$ cat src/rtl/lfsr_sched.sv
// Two-requester scheduler for a shared LFSR stepping engine.
// Build option: LFSR_SCHED_FIXED_PRIO_EN selects fixed priority instead of round-robin.
//
// state   | meaning
// IDLE    | waiting for a request, arbitrates and accepts
// LOAD    | one-cycle seed load into the datapath
// STEP    | one step strobe per cycle until the count runs out
// CAPTURE | register the final datapath state
// RESP    | present response to the owner until it is taken
module lfsr_sched #(
    parameter int WIDTH = 32,
    parameter int CNT_W = 8
) (
    input  logic                 clk,
    input  logic                 rst_n,
    input  logic [1:0]           req_valid,
    output logic [1:0]           req_ready,
    input  logic [2*WIDTH-1:0]   req_seed,
    input  logic [2*CNT_W-1:0]   req_steps,
    output logic [1:0]           rsp_valid,
    input  logic [1:0]           rsp_ready,
    output logic [WIDTH-1:0]     rsp_data,
    output logic                 busy,
    output logic                 lfsr_load,
    output logic [WIDTH-1:0]     lfsr_seed,
    output logic                 lfsr_step,
    input  logic [WIDTH-1:0]     lfsr_state
);

    typedef enum logic [2:0] {
        S_IDLE    = 3'd0,
        S_LOAD    = 3'd1,
        S_STEP    = 3'd2,
        S_CAPTURE = 3'd3,
        S_RESP    = 3'd4
    } state_t;

    state_t             state_q, state_d;
    logic [WIDTH-1:0]   seed_q, seed_d;
    logic [CNT_W-1:0]   steps_q, steps_d;
    logic [CNT_W-1:0]   cnt_q, cnt_d;
    logic               owner_q, owner_d;
    logic [WIDTH-1:0]   rsp_data_q, rsp_data_d;
    logic               grant;
    logic               accept;

`ifdef LFSR_SCHED_FIXED_PRIO_EN
    always_comb begin
        grant = ~req_valid[0];
    end
`else
    logic last_grant_q, last_grant_d;

    // Contention goes to whoever was not served last; a lone requester always wins.
    always_comb begin
        if (&req_valid) begin
            grant = ~last_grant_q;
        end else begin
            grant = ~req_valid[0];
        end
    end
`endif

    assign accept = (state_q == S_IDLE) && (|req_valid);

    always_ff @(posedge clk or negedge rst_n) begin
        if (!rst_n) begin
            state_q      <= S_IDLE;
            seed_q       <= '0;
            steps_q      <= '0;
            cnt_q        <= '0;
            owner_q      <= 1'b0;
            rsp_data_q   <= '0;
`ifndef LFSR_SCHED_FIXED_PRIO_EN
            last_grant_q <= 1'b1;
`endif
        end else begin
            state_q      <= state_d;
            seed_q       <= seed_d;
            steps_q      <= steps_d;
            cnt_q        <= cnt_d;
            owner_q      <= owner_d;
            rsp_data_q   <= rsp_data_d;
`ifndef LFSR_SCHED_FIXED_PRIO_EN
            last_grant_q <= last_grant_d;
`endif
        end
    end

    always_comb begin
        state_d      = state_q;
        seed_d       = seed_q;
        steps_d      = steps_q;
        cnt_d        = cnt_q;
        owner_d      = owner_q;
        rsp_data_d   = rsp_data_q;
`ifndef LFSR_SCHED_FIXED_PRIO_EN
        last_grant_d = last_grant_q;
`endif
        case (state_q)
            S_IDLE: begin
                if (accept) begin
                    seed_d  = grant ? req_seed[WIDTH +: WIDTH] : req_seed[0 +: WIDTH];
                    steps_d = grant ? req_steps[CNT_W +: CNT_W] : req_steps[0 +: CNT_W];
                    owner_d = grant;
                    state_d = S_LOAD;
                end
            end
            S_LOAD: begin
                if (steps_q == '0) begin
                    state_d = S_CAPTURE;
                end else begin
                    cnt_d   = steps_q;
                    state_d = S_STEP;
                end
            end
            S_STEP: begin
                cnt_d = cnt_q - CNT_W'(1);
                if (cnt_q == CNT_W'(1)) begin
                    state_d = S_CAPTURE;
                end
            end
            S_CAPTURE: begin
                rsp_data_d = lfsr_state;
                state_d    = S_RESP;
            end
            S_RESP: begin
                if (rsp_ready[owner_q]) begin
`ifndef LFSR_SCHED_FIXED_PRIO_EN
                    last_grant_d = owner_q;
`endif
                    state_d = S_IDLE;
                end
            end
            default: state_d = S_IDLE;
        endcase
    end

    // req_ready is gated by reset so a held request is not shown as accepted during reset.
    always_comb begin
        req_ready = 2'b00;
        rsp_valid = 2'b00;
        if (accept && rst_n) begin
            req_ready[grant] = 1'b1;
        end
        if (state_q == S_RESP) begin
            rsp_valid[owner_q] = 1'b1;
        end
        busy      = (state_q != S_IDLE);
        lfsr_load = (state_q == S_LOAD);
        lfsr_step = (state_q == S_STEP);
        lfsr_seed = seed_q;
        rsp_data  = rsp_data_q;
    end

endmodule
$ cat config.mk
export PLATFORM = sky130hd
export DESIGN_NAME = lfsr_sched
export DESIGN_NICKNAME = d
export VERILOG_FILES = /design/src/rtl/lfsr_sched.sv
export SDC_FILE = /design/constraint.sdc
export NUM_CORES = 1
export LEC_CHECK = 0
export BUFFER_PORTS_ARGS = -buffer_cell sky130_fd_sc_hd__buf_4
export CAP_MARGIN = 10
export CORE_MARGIN = 8
export CORE_UTILIZATION = 43
export CTS_BUF_LIST = sky130_fd_sc_hd__clkbuf_2 sky130_fd_sc_hd__clkbuf_4 sky130_fd_sc_hd__clkbuf_8
export DETAILED_ROUTE_END_ITERATION = 8
export PLACE_DENSITY = 0.79
export SLEW_MARGIN = 20
export SYNTH_ARGS = -nofsm -noshare
export SYNTH_HDL_FRONTEND = slang
export SYNTH_SLANG_ARGS = --single-unit
$ cat constraint.sdc
create_clock -name clk -period 1.6 [get_ports clk]
set_input_delay 0.16 -clock clk [delete_from_list [all_inputs] [get_ports clk]]
set_output_delay 0.16 -clock clk [all_outputs]
set_load 0.05 [all_outputs]
Yosys cells after proc, flatten, opt, wreduce, memory -nomap -nowiden
Cells that the tools add are included.
- flip-flop bits (word level): 85
- input bits: 118
- output and inout port bits: 71
- word-level logic and storage cells: 55
- add/subtract/negate cells: 1
- $lt $le $gt $ge: 4
- equal/unequal tests: 9
- mux-type cells: 18
- bitwise operators: 2
- reductions and logical operators: 14
- operator list (cell ; number):
    two-way mux 32 bit ; 1
    two-way mux 8 bit ; 2
    one-hot mux 8 bit (2 select lines) ; 1
    one-hot mux 3 bit (5 select lines) ; 1
    two-way mux 3 bit ; 3
    == test 8 x 1 -> 1 bit (second input constant) ; 1
    zero test 8 bit ; 1
    AND reduction 2 bit ; 4
    subtractor 8 x 1 -> 8 bit (second input constant) ; 1
    == test 3 x 2 -> 1 bit (second input constant) ; 2
    two-way mux 1 bit ; 6
    inequality test 2 bit (second input constant) ; 3
    logical AND 1 bit ; 4
    less-than comparator 1 x 2 -> 1 bit (second input constant) ; 2
    two-way mux 2 bit ; 2
    == test 3 x 1 -> 1 bit (second input constant) ; 1
    == test 3 bit (second input constant) ; 1
    zero test 3 bit ; 1
    AND reduction 3 bit ; 1
    nonzero test 3 bit ; 1
    demux 1 bit (select 1 bit) ; 2
    greater-or-equal comparator 1 bit (second input constant) ; 2
    inequality test 2 x 1 -> 1 bit (second input constant) ; 1
    inverter 1 bit ; 2
    other kinds (2) ; 2

Longest topological paths before layout
- depth in word-level cells: 7
- mapped depth: 7
- mapped depth without buffers: 5

Least setup slack after synthesis
Ideal clock, no wire load.
- kind: register to output
- start point: reg state_q[0]
- end point: out req_ready[0]
- arrival time: 2.298 ns
- data required time: 1.440 ns
- setup slack: -0.858 ns
- stages on the path, launching flop included: 8
- path buffers: 3
- path through: dfrtp_1 > buf_2 > or3_1 > nor2_1 > buf_2 > buf_4 > nand2_1 > nor2_1
- cells in the longest elaborated chain, start to end: 4
- ends and longest elaborated chain (what ; line ; RTL):
    from (decl) ; 38 ; state_t state_q, state_d;
    from (signal assigned) ; 78 ; state_q <= state_d;
    zero test 3 bit ; 64 ; assign accept = (state_q == S_IDLE) && (|req_valid);
    logical AND 1 bit ; 64 ;
    logical AND 1 bit ; 143 ; if (accept && rst_n) begin
    two-way mux 2 bit ; 143 ;
    to (decl) ; 17 ; output logic [1:0] req_ready,
Every way passes these cells.

Worst setup path after layout
- start point: reg state_q[0]
- end point: out req_ready[1]
The elaborated chain is that of the path after synthesis.

==> summary.txt <==
Vias per std cell - 5.061
Final setup violation count - 35
Min Tclk post-route - 1.879 ns
Routed vias - 3,421
Period utilisation layout - 117.5%
CP delay by family, top - simple AND/OR/NAND/NOR gates
Die ar. - 0.01218 sq mm
# Max-Cap Violations - 0
Initial core utilization - 44.13%
Worst Path Required - 1.44 ns
Fraction of layout cells with a size suffix above 1 - 56.87%
Gr usage total - 18.39%
Post-synthesis sequential area ratio - 55.57%
RePlAce Congestion - 0.8498
CTS tree - done
Placed Instance Area - 0.005605 sq mm
DPL Wire Length - 8765 um
Largest net degree at the start of global routing - 34
Setup repair after global routing missed its margin - yes
CP endpoint kind - output port
Detailed Route WL - 11,920 um
CTS buffer count - 9
Achievable frequency - 532.1 MHz
DR WL/cell - 17.64 um
Initial antenna violation count - 0
Grt total ovfl - 0
Clk_skew - 0.01361 ns
Setup Crit Path Kind - reg2out
Crit start category - flip-flop
Leak pwr - 3.101 nW
PnR worst setup slack - -0.2794 ns
Die X - 110.4 um
Worst-Skew Late Latency - 0.35 ns
DR pass1 iterations - 6
HP Class - in2reg
Hold Violations, Final - 0
Site row count - 34
Post-Layout Inst Area - 0.006291 sq mm
Crit path largest cell delay - 0.41 ns
Initial DRC Count - 154
Synth Warn # - 0
Post-DRT Antenna Nets - 0
Port buffer count - 188
Crit-path cells - or3_4, nor2_4, buf_6, and3_4, buf_8
Vias in the first global route - 3,640
Most frequent cells in the layout - buf_4 (210), dfrtp_1 (84), nor2_1 (49)
Synth unique cells - 37
Failing checks - setup timing
#FFs+latches synth - 85
Post-layout net count - 683
Clock-pin slew on the worst setup and hold paths - 0.10 ns
Headroom to the max-slew limit - 61.54%
Crit Path Max Fanout - 3
Tot Pwr - 0.01529 W
Layout area overhead - 64.26%
Status - finished with violations
Crit path arrival time - 1.72 ns
Synthesized Nets - 451
WP buf/inv - 2
Io pins - 189
Max Slew Vio Count - 0
Die H - 110.4 um
First-pass GRT wire length - 17,640 um
# H-tree levels - 3
DRC violations left - 0
Fin Setup TNS - -2.394 ns
Syn Inst Count - 331
Most common cell after layout, fill and taps aside - buf_4
Max clock buf depth - 2
CTS root buffer - clkbuf_8
Pwr/cell area - 2430 mW/mm^2
Worst-Margin Slew - 0.5724 ns
VDD IR max - 1179 uV
N_diodes - 0
Avg Inst Size Synth - 11.57 sq um
CORE AREA - 0.008678 sq mm
Sink Count - 85
Cell Area, Synth - 0.003830 sq mm
Critical-path top delay cell - dfrtp_1
==> worst reg2reg max path, delay by kind of cell (launching register included) <==
kind            cells  cell delay (ns)
flops               1             0.40
compound gates      2             0.51
simple gates        2             0.68
==> stage by stage <==
stage	util [%]	setup WS, ns	std cells	hold WS (ns)
4_1_cts	69.82	-0.3112	668	0.02389
5_1_grt	72.49	-0.3510	676	0.006249
6_report	72.49	-0.2794	676	0.03484
2_1_floorplan	-	-0.2057	331	-0.1356
3_3_place_gp	64.59	-0.03202	641	0.02868
3_5_place_dp	64.59	-0.05394	641	0.02858
==> state kept, by name (all words and copies together), names as in the netlist <==
register      count
rsp_data         32
owner_q           1
cnt_q             8
last_grant_q      1
lfsr_seed        32
steps_q           8
state_q           3
==> cells by family (layout without fill, tap and decap cells) <==
| family | count (synthesis) | count (layout) | synth area share [%] |
|---|---|---|---|
| AOI/OAI and AO/OA | 64 | 64 | 9.997 |
| adders and majority gates | 2 | 2 | 0.6533 |
| buffers and inverters | 24 | 261 | 3.495 |
| DFF | 85 | 85 | 55.57 |
| muxes | 74 | 74 | 20.45 |
| and+or+nand+nor | 82 | 82 | 9.834 |
==> metal layers <==
| layer | vias to the layer above | wire length (um) | track usage [%] |
|---|---|---|---|
| li1 | 1642 | - | - |
| met1 | 1633 | 4555 | 20.58 |
| met2 | 134 | 6211 | 31.87 |
| met3 | 12 | 982 | 6.744 |
| met4 | 0 | 175 | 5.709 |
| met5 | - | 0 | 0 |
==> cells in the mapped netlist <==
library cell	count	area share, %
buf_1	1	0.098
or3b_1	1	0.23
buf_2	13	1.7
dfstp_2	1	0.69
a211oi_1	3	0.59
o21ai_0	4	0.52
buf_6	1	0.29
dfrtp_1	84	55
or3_1	1	0.16
or4_4	1	0.29
and3_1	3	0.49
nor2_1	54	5.3
nor3b_1	1	0.20
a21oi_1	46	6.0
mux2_2	34	10
nand3_1	3	0.39
ha_1	2	0.65
nor3_1	3	0.39
clkinv_4	1	0.23
a31oi_1	2	0.33
a22oi_1	1	0.20
nor3b_2	1	0.33
o221a_2	5	1.5
or4_1	2	0.39
and2_1	3	0.49
a221oi_1	1	0.23
clkbuf_1	1	0.098
nand3b_1	1	0.20
mux2i_1	40	10
buf_4	4	0.78
nand2_1	5	0.49
o311ai_0	1	0.23
o21ai_4	1	0.42
nand4_1	1	0.16
inv_1	3	0.29
or2_2	1	0.16
nand2_2	1	0.16
==> area by class of cell <==
class                   count  area [sq um]
clock buffers              10         137.6
inverters                   4         27.53
multi-input cells         222          1715
flip-flops and latches     85          2128
fillers                   631          2387
repair buffers            241          2053
well taps                 108         135.1
clock inverters             6         93.84
==> timing repair <==
action	4_1_cts	5_1_grt
gates resized for setup	35	25
hold buffers	1	0
endpoints found under the hold margin	31	0
pin swaps	12	10
setup buffers	10	8
endpoints found under the setup margin	25	57
cloned	0	4
==> where the power goes <==
part / switching, W / internal (W) / total (W)
logic: 0.00565 / 0.00396 / 0.00961
registers: 0.000686 / 0.00323 / 0.00392
clock network: 0.000819 / 0.000937 / 0.00176
total: 0.00715 / 0.00813 / 0.0153
==> path summary, 6_finish.rpt <==
check	startpoint	endpoint	slack, ns	depth (start not counted)
setup / recovery	state_q[0]$_DFFE_PN0P_	req_ready[1]	-0.28	5
min in group asynchronous	rst_n	steps_q[1]$_DFFE_PN0P_	0.21	2
max in group asynchronous	rst_n	last_grant_q$_DFFE_PN1P_	0.75	3
hold / removal	lfsr_state[3]	rsp_data[3]$_DFFE_PN0P_	0.03	2
setup reg to reg	steps_q[4]$_DFFE_PN0P_	cnt_q[3]$_DFFE_PN0P_	-0.09	4
hold reg to reg	rsp_data[14]$_DFFE_PN0P_	rsp_data[14]$_DFFE_PN0P_	0.51	1
(Power assumes the default switching activity.)
